### src/rtl/rom_prefetch_pkg.sv
// Shared types for the ROM prefetch buffer: FSM states, cache-entry layout and default address width.
package rom_prefetch_pkg;

    localparam int ROM_AW    = 23;
    // Tags are stored zero-extended so one entry layout serves every AW up to 32.
    localparam int ROM_TAG_W = 32;

    typedef enum logic [1:0] {
        IDLE,
        DEMAND,
        PREF,
        PREF_WAIT
    } state_t;

    typedef struct packed {
        logic [ROM_TAG_W-1:0] tag;
        logic [15:0]          data;
        logic                 valid;
    } entry_t;

endpackage

### src/rtl/rom_prefetch_buffer_if.sv
// Toggle-handshake word read bus: master owns req/a, slave answers with ack/q.
interface rom_prefetch_buffer_if import rom_prefetch_pkg::*; #(
    parameter int AW = ROM_AW
);
    logic          req;
    logic          ack;
    logic [AW-1:0] a;
    logic [15:0]   q;

    modport master (output req, output a, input ack, input q);
    modport slave  (input req, input a, output ack, output q);
endinterface

### src/rtl/rom_prefetch_entry.sv
// One cached ROM word: loadable tag/data with a valid bit, clear, and combinational tag match.
module rom_prefetch_entry import rom_prefetch_pkg::*; #(
    parameter int AW = ROM_AW
) (
    input  logic          clk,
    input  logic          reset,
    input  logic          load,
    input  logic          clear,
    input  logic [AW-1:0] load_tag,
    input  logic [15:0]   load_data,
    input  logic [AW-1:0] lookup_a,
    output logic          hit,
    output logic [15:0]   data
);

    entry_t entry_reg;

    // Clear beats load so an invalidate can never be overtaken by a late fill.
    always_ff @(posedge clk or posedge reset) begin
        if (reset) begin
            entry_reg <= '0;
        end else if (clear) begin
            entry_reg.valid <= 1'b0;
        end else if (load) begin
            entry_reg.tag   <= ROM_TAG_W'(load_tag);
            entry_reg.data  <= load_data;
            entry_reg.valid <= 1'b1;
        end
    end

    assign hit  = entry_reg.valid && (entry_reg.tag == ROM_TAG_W'(lookup_a));
    assign data = entry_reg.data;

endmodule

### src/rtl/rom_prefetch_buffer.sv
// ROM read front-end caching the last demand word; with ROM_PREFETCH_EN defined it also
// prefetches the next sequential word into a second entry.
module rom_prefetch_buffer import rom_prefetch_pkg::*; #(
    parameter int AW = ROM_AW
) (
    input  logic                  clk,
    input  logic                  reset,
    rom_prefetch_buffer_if.slave  cpu,
    rom_prefetch_buffer_if.master sd,
    input  logic                  inv
);

`ifdef ROM_PREFETCH_EN
    localparam int N_ENT = 2;
`else
    localparam int N_ENT = 1;
`endif

    state_t        state_reg, state_next;
    logic          cpu_ack_reg, cpu_ack_next;
    logic [15:0]   cpu_q_reg, cpu_q_next;
    logic          sd_req_reg, sd_req_next;
    logic [AW-1:0] sd_a_reg, sd_a_next;
    logic          drop_reg, drop_next;

    logic [N_ENT-1:0] ent_hit;
    logic [N_ENT-1:0] ent_load;
    logic [AW-1:0]    ent_tag   [N_ENT];
    logic [15:0]      ent_wdata [N_ENT];
    logic [15:0]      ent_data  [N_ENT];

    // Entry 0 is CUR (last demand word), entry 1 is NXT (prefetched word).
    for (genvar gi = 0; gi < N_ENT; gi++) begin : g_ent
        rom_prefetch_entry #(.AW(AW)) u_entry (
            .clk       (clk),
            .reset     (reset),
            .load      (ent_load[gi]),
            .clear     (inv),
            .load_tag  (ent_tag[gi]),
            .load_data (ent_wdata[gi]),
            .lookup_a  (cpu.a),
            .hit       (ent_hit[gi]),
            .data      (ent_data[gi])
        );
    end

    logic pending, done, result_ok, hit_cur;
    assign pending   = cpu.req != cpu_ack_reg;
    assign done      = sd.ack == sd_req_reg;
    // A result is cacheable only if no invalidate arrived since it was issued.
    assign result_ok = !drop_reg && !inv;
    assign hit_cur   = ent_hit[0] && !inv;

`ifdef ROM_PREFETCH_EN
    logic          hit_nxt;
    logic [AW-1:0] a_inc;
    assign hit_nxt = ent_hit[1] && !inv;
    assign a_inc   = cpu.a + AW'(1);
`endif

    always_comb begin
        state_next   = state_reg;
        cpu_ack_next = cpu_ack_reg;
        cpu_q_next   = cpu_q_reg;
        sd_req_next  = sd_req_reg;
        sd_a_next    = sd_a_reg;
        drop_next    = drop_reg || inv;
        ent_load     = '0;
        ent_tag[0]   = cpu.a;
        ent_wdata[0] = sd.q;
`ifdef ROM_PREFETCH_EN
        ent_tag[1]   = sd_a_reg;
        ent_wdata[1] = sd.q;
`endif
        case (state_reg)
            IDLE: begin
                if (pending) begin
                    if (hit_cur) begin
                        cpu_ack_next = cpu.req;
                        cpu_q_next   = ent_data[0];
`ifdef ROM_PREFETCH_EN
                    end else if (hit_nxt) begin
                        cpu_ack_next = cpu.req;
                        cpu_q_next   = ent_data[1];
                        ent_load[0]  = 1'b1;
                        ent_wdata[0] = ent_data[1];
                        sd_req_next  = ~sd_req_reg;
                        sd_a_next    = a_inc;
                        drop_next    = 1'b0;
                        state_next   = PREF;
`endif
                    end else begin
                        sd_req_next = ~sd_req_reg;
                        sd_a_next   = cpu.a;
                        drop_next   = 1'b0;
                        state_next  = DEMAND;
                    end
                end
            end
            DEMAND: begin
                if (done) begin
                    cpu_ack_next = cpu.req;
                    cpu_q_next   = sd.q;
                    state_next   = IDLE;
                    if (result_ok) begin
                        ent_load[0] = 1'b1;
`ifdef ROM_PREFETCH_EN
                        sd_req_next = ~sd_req_reg;
                        sd_a_next   = a_inc;
                        drop_next   = 1'b0;
                        state_next  = PREF;
`endif
                    end
                end
            end
`ifdef ROM_PREFETCH_EN
            PREF: begin
                if (done) begin
                    ent_load[1] = result_ok;
                    state_next  = IDLE;
                end else if (pending) begin
                    if (hit_cur) begin
                        cpu_ack_next = cpu.req;
                        cpu_q_next   = ent_data[0];
                    end else begin
                        state_next = PREF_WAIT;
                    end
                end
            end
            PREF_WAIT: begin
                if (done) begin
                    ent_load[1] = result_ok;
                    // The waiting CPU may want exactly the word that just arrived.
                    if (result_ok && (cpu.a == sd_a_reg)) begin
                        cpu_ack_next = cpu.req;
                        cpu_q_next   = sd.q;
                        ent_load[0]  = 1'b1;
                        sd_req_next  = ~sd_req_reg;
                        sd_a_next    = a_inc;
                        drop_next    = 1'b0;
                        state_next   = PREF;
                    end else begin
                        sd_req_next = ~sd_req_reg;
                        sd_a_next   = cpu.a;
                        drop_next   = 1'b0;
                        state_next  = DEMAND;
                    end
                end
            end
`endif
            default: state_next = IDLE;
        endcase
    end

    always_ff @(posedge clk or posedge reset) begin
        if (reset) begin
            state_reg   <= IDLE;
            cpu_ack_reg <= 1'b0;
            cpu_q_reg   <= 16'h0000;
            sd_req_reg  <= 1'b0;
            sd_a_reg    <= '0;
            drop_reg    <= 1'b0;
        end else begin
            state_reg   <= state_next;
            cpu_ack_reg <= cpu_ack_next;
            cpu_q_reg   <= cpu_q_next;
            sd_req_reg  <= sd_req_next;
            sd_a_reg    <= sd_a_next;
            drop_reg    <= drop_next;
        end
    end

    assign cpu.ack = cpu_ack_reg;
    assign cpu.q   = cpu_q_reg;
    assign sd.req  = sd_req_reg;
    assign sd.a    = sd_a_reg;

endmodule
### src/flat_wrapper.sv
// flat-port wrapper written by rule: the top's interface ports become plain ports
module rom_prefetch_buffer_flat import rom_prefetch_pkg::*;
#(
    parameter int AW = ROM_AW
)
  (clk, reset, inv, cpu_req, cpu_a, cpu_ack, cpu_q, sd_req, sd_a, sd_ack, sd_q);
  rom_prefetch_buffer_if #(.AW(AW)) cpu_i ();
  rom_prefetch_buffer_if #(.AW(AW)) sd_i ();
  input  logic clk;
  input  logic reset;
  input  logic inv;
  input wire logic [$bits(cpu_i.req)-1:0] cpu_req;
  input wire logic [$bits(cpu_i.a)-1:0] cpu_a;
  output wire logic [$bits(cpu_i.ack)-1:0] cpu_ack;
  output wire logic [$bits(cpu_i.q)-1:0] cpu_q;
  output wire logic [$bits(sd_i.req)-1:0] sd_req;
  output wire logic [$bits(sd_i.a)-1:0] sd_a;
  input wire logic [$bits(sd_i.ack)-1:0] sd_ack;
  input wire logic [$bits(sd_i.q)-1:0] sd_q;
  assign cpu_i.req = cpu_req;
  assign cpu_i.a = cpu_a;
  assign cpu_ack = cpu_i.ack;
  assign cpu_q = cpu_i.q;
  assign sd_req = sd_i.req;
  assign sd_a = sd_i.a;
  assign sd_i.ack = sd_ack;
  assign sd_i.q = sd_q;
  rom_prefetch_buffer #(.AW(AW)) u_core (.clk(clk), .reset(reset), .cpu(cpu_i), .sd(sd_i), .inv(inv));
endmodule
### config.mk
export PLATFORM = sky130hd
export DESIGN_NAME = rom_prefetch_buffer_flat
export DESIGN_NICKNAME = d
export VERILOG_FILES = /design/src/rtl/rom_prefetch_pkg.sv /design/src/rtl/rom_prefetch_buffer_if.sv /design/src/rtl/rom_prefetch_entry.sv /design/src/rtl/rom_prefetch_buffer.sv /design/src/flat_wrapper.sv
export SDC_FILE = /design/constraint.sdc
export NUM_CORES = 1
export LEC_CHECK = 0
export CORE_AREA = 2 2 73 103
export DETAILED_ROUTE_END_ITERATION = 16
export DIE_AREA = 0 0 75 105
export HOLD_SLACK_MARGIN = 0.1
export PLACE_DENSITY = 0.92
export SYNTH_ARGS = -nofsm -noshare
export SYNTH_HDL_FRONTEND = slang
export SYNTH_SLANG_ARGS = --single-unit
### constraint.sdc
create_clock -name clk -period 4.7 [get_ports clk]
set_input_delay 1.175 -clock clk [delete_from_list [all_inputs] [get_ports clk]]
set_output_delay 1.175 -clock clk [all_outputs]
set_load 0.005 [all_outputs]
# Yosys cells after proc, flatten, opt, wreduce, memory -nomap -nowiden
# Index checks and enable logic that the tools add are counted.
# totals
latch_bits	0
n_memories	0
mem_bits_rw	0
elab_cells	53
rom_bits	0
register_bits	84
out_inout_bits	41
# classes
eq_ne	8
add_sub_neg	0
div	0
muxes	20
bitwise	3
shift	0
n_reduce_logical	13
magnitude_cmp	0
n_mul	0
# op_table
cell	n
2-to-1 mux 16 bit	3
one-hot mux 16 bit (2 select lines)	1
== test 23 bit	1
2-to-1 mux 1 bit	11
2-to-1 mux 2 bit	3
inequality test 2 x 1 -> 1 bit, second input constant	3
AND reduction 3 bit	2
one-hot mux 2 bit (2 select lines)	1
AND reduction 4 bit	1
nonzero test 2 bit	2
logical AND 1 bit	3
NOT 1 bit	3
== test 2 x 1 -> 1 bit, second input constant	1
zero test 1 bit	2
zero test 2 bit	1
inequality test 2 bit, second input constant	1
one-hot mux 1 bit (2 select lines)	1
AND reduction 2 bit	1
== test 1 bit	1
logical OR 1 bit	1
inequality test 1 bit	1

# Depth between registers and ports, before layout
# logic_depth
word_depth	7
mapped_depth	7
depth_no_buf	5

# By module
# Synthesis repeated with hierarchy kept, for this count alone.
# unflattened
cells_unflattened	253
area_unflattened_um2	3817.4
# by_module_without_submodules
module	seq_area_each_um2	cells_each	area_each_um2	instances
rom_prefetch_entry	1001.0	134	1924.3	1
rom_prefetch_buffer	1076.0	119	1893.1	1

# Worst setup path after synthesis
# Ideal clock, no wire load.
# synth_path
path_kind	in2reg
startpoint	input cpu_a[22]
endpoint	register u_core.sd_a_reg[10] (netlist: u_core.sd.a[10])
arrival_time_ns	2.508
required_time_ns	4.573
path_buffers	2
path_slack_ns	2.065
path_stages	7
cell_sequence	xnor2_1 > nand4_1 > nor4_2 > a211o_1 > buf_4 > buf_6 > mux2_1
# synth_between
elab_chain_len	5
# synth_lines
item	line	rtl
start: declaration	flat_wrapper.sv:13	input wire logic [$bits(cpu_i.a)-1:0] cpu_a;
== test 23 bit	rom_prefetch_entry.sv:31	assign hit = entry_reg.valid && (entry_reg.tag == ROM_TAG_W'(lookup_a));
logical AND 1 bit	rom_prefetch_entry.sv:31	
logical AND 1 bit	rom_prefetch_buffer.sv:52	assign hit_cur = ent_hit[0] && !inv;
NOT 1 bit (no source line)	--	
AND reduction 3 bit (no source line)	--	
end signal: assignment	rom_prefetch_buffer.sv:168	sd_a_reg <= sd_a_next;
end: declaration	rom_prefetch_buffer.sv:23	logic [AW-1:0] sd_a_reg, sd_a_next;
# Every way passes these cells.
# A chain may end at the register's enable or synchronous reset.

# Worst setup path in the final report
# layout_path
startpoint	input cpu_a[21]
endpoint	register u_core.sd_a_reg[16] (netlist: u_core.sd.a[16])
# Same word-level chain as after synthesis.

==> impl_metrics.py <==
metrics = {
    "critical_path": {
        "critical_path_arrival_ps": 3490,
        "startpoint_type": "input port",
        "r2r_slack_ps": 2320,
        "cp_max_fo": 18,
        "cp-startpoint": "cpu_a[21]",
        "r2r.worst_path.cells": 3,
        "crit_path_end_kind": "register",
        "cp.required_ps": 4930,
        "path_cells": "clkdlybuf4s50_1, xnor2_1, nand4_1, nor4_2, a211o_1, buf_4, mux2_2",
        "endpoint": "u_core.sd.a[16]",
        "cpMaxStageDelayCell": "clkdlybuf4s50_1",
        "worstSetupPathType": "in -> reg",
        "r2r-start": "u_core.state_reg[0]",
        "r2r_end": "u_core.g_ent[0].u_entry.entry_reg[32]",
        "slowest_delay_ps": 510,
    },
    "routing": {
        "num_vias": 2137,
        "drc": 0,
        "wl_um": 6960,
        "dr.first_iter.drc_count": 36,
        "ant_nets": 0,
        "first_pass_iters": 4,
        "wire_per_inst_um": 16.5,
        "vias_per_cell": 5.06,
    },
    "clock_tree": {
        "root_buffer": "clkbuf_8",
        "clockBufferDepth": 2,
        "cts_setup_buffers": 0,
        "cts.htree.levels": 3,
        "cts_resized": 0,
        "numCtsBuffers": 9,
        "cts_tree": "done",
        "cts.reportedPaths.clkPinSlew_ps": 80,
        "clock_sinks": 83,
        "worstSkewPairLatency_ps": 350,
        "hold_buffers": 0,
    },
    "layout": {
        "area_growth_pct": 30.2,
        "largest_reg_flops": 24,
        "finalNonFillerCells": 422,
        "fill_cells": 498,
        "drive_above_1_share_pct": 30.3,
        "n_antenna_cell": 0,
        "final_nets": 366,
        "stdcell_area_mm2": 0.00470,
    },
    "timing": {
        "rsz0062_at_grt": "no",
        "slew_headroom_pct": 30.3,
        "fmax_mhz": 307,
        "report.final.slew_viol_count": 0,
        "fin_tns_setup_ps": 0,
        "setup_viol": 0,
        "tightest_slew_ps": 1040,
        "final.period_utilization_pct": 69.4,
        "worst_clock_skew_ps": 9.65,
        "finalHoldViolCount": 0,
        "period_needed_ps": 3260,
    },
    "power": {
        "leakage_nw": 1.98,
        "cellPowerDensity_mw_per_mm2": 655,
        "ir_worst_vdd_mv": 0.403,
    },
    "worst_hold_path": {
        "min-delay-start": "u_core.sd.a[3]",
        "hp-class": "reg -> reg",
    },
    "place": {
        "io_buffers": 84,
        "dp_hpwl_um": 4930,
        "place_inst": 406,
        "placed_area_mm2": 0.00453,
        "routabilityCongestion": 0.692,
    },
    "global_route": {
        "grt_usage_pct": 19.5,
        "grt_pass1_vias": 2367,
        "grt_max_degree": 62,
        "grt_first_pass_wirelength_um": 11500,
        "overflow": 0,
        "antenna_found_initial": 0,
    },
    "floorplanning": {
        "io_pins": 85,
        "die_h_um": 105,
        "dieArea_mm2": 0.00788,
        "core_mm2": 0.00689,
        "start_util_pct": 52.3,
        "dieWidth_um": 75,
        "rows": 36,
    },
    "synth": {
        "synthCells": 234,
        "yosys_warnings": 0,
        "yosysUniqueCellTypes": 21,
        "avgSynthCellArea_um2": 15.4,
        "seq_area_frac_synth_pct": 57.6,
        "yosys_register_bits": 83,
        "syn_area_mm2": 0.00361,
        "synth_nets": 278,
    },
    "flow_run": {
        "drv_cap": 0,
    },
    "outcome": {
        "status": "complete, no violations",
    },
}
## per-stage QoR
step	power, mW	hold WS (ps)	util, %	setup slack [ps]
floorplan	2.09	465	-	1390
global placement	2.59	480	65.7	1130
detailed placement	2.65	481	65.7	1050
CTS	3.12	502	68.2	1440
global route	3.27	512	68.2	1360
finish	3.08	498	68.2	1440
## power breakdown
group | leakage [nW] | switching (mW) | internal (mW) | total, mW
combinational | 0.893 | 0.413 | 0.891 | 1.30
sequential | 0.996 | 0.235 | 1.08 | 1.31
clock | 0.0905 | 0.240 | 0.220 | 0.461
total | 1.98 | 0.888 | 2.19 | 3.08
## routing by layer
layer | wire, um | track usage, % | up-vias
met1 | 2800 | 23.2 | 1063
met5 | 0 | 0 | -
li1 | - | - | 1004
met2 | 3730 | 32.6 | 58
met4 | 172 | 9.57 | 0
met3 | 264 | 3.66 | 12
## worst max-delay path, delay by kind of cell
family	cells	cell delay [ps]
AND/OR/NAND/NOR	2	530
XOR/XNOR	1	150
AO/OA/AOI/OAI	1	410
multiplexers	1	370
buffers and inverters	2	850
## cell usage after synthesis
cell / instances / share of area, %
nand4_1: 5 / 0.87
buf_2: 3 / 0.42
buf_6: 3 / 0.94
xor2_1: 1 / 0.24
a31oi_2: 1 / 0.35
xnor2_1: 25 / 6.1
and2_1: 1 / 0.17
buf_4: 1 / 0.21
mux2_1: 17 / 5.3
nor2_1: 2 / 0.21
nor2b_1: 1 / 0.17
mux2_4: 10 / 4.2
nand2b_1: 1 / 0.17
dfrtp_1: 83 / 58
o21ai_0: 1 / 0.14
nor4_2: 2 / 0.69
clkbuf_1: 3 / 0.31
a211o_1: 1 / 0.24
inv_1: 2 / 0.21
nand2_1: 3 / 0.31
mux2_2: 68 / 21
## worst min path at each step
stage | to | cells after the start
floorplan | u_core.g_ent[0].u_entry.entry_reg[0] | 2
global placement | u_core.sd.a[22] | 1
detailed placement | u_core.sd.a[9] | 1
CTS | u_core.sd.a[22] | 1
global route | u_core.sd.a[22] | 1
finish | u_core.sd.a[3] | 1
## kinds of logic (layout without fill, tap and decap cells)
| group | count (synthesis) | in the layout | share of synthesized area [%] |
|---|---|---|---|
| buf+inv | 12 | 105 | 2.08 |
| flops | 83 | 83 | 57.6 |
| simple gates | 15 | 15 | 2.60 |
| mux | 95 | 95 | 30.7 |
| xor+xnor | 26 | 26 | 6.31 |
| compound gates | 3 | 3 | 0.728 |
## layout make-up
class	count	area, um2	share of cell area [%]
multi-input cells	139	1460	31.0
clock inverters	2	10.0	0.213
clock buffers	14	163	3.46
inverters	2	8.76	0.186
repair buffers	87	863	18.4
flip-flops and latches	83	2080	44.2
well taps	95	119	2.53
## layout by cell type (no fill, tap or decap)
master / count
xor2_1: 1
mux2_4: 10
nand4_1: 5
a211o_1: 1
nand2_1: 2
buf_4: 3
clkdlybuf4s50_1: 84
o21ai_0: 1
nor2_1: 2
clkinv_2: 3
a31oi_2: 1
nor4_2: 2
mux2_2: 68
nand2_2: 1
nor2b_1: 1
mux2_1: 17
and2_1: 1
nand2b_1: 1
xnor2_1: 25
dfrtp_1: 83
inv_1: 1
clkbuf_8: 11
clkbuf_1: 3
(Power assumes the default switching activity.)
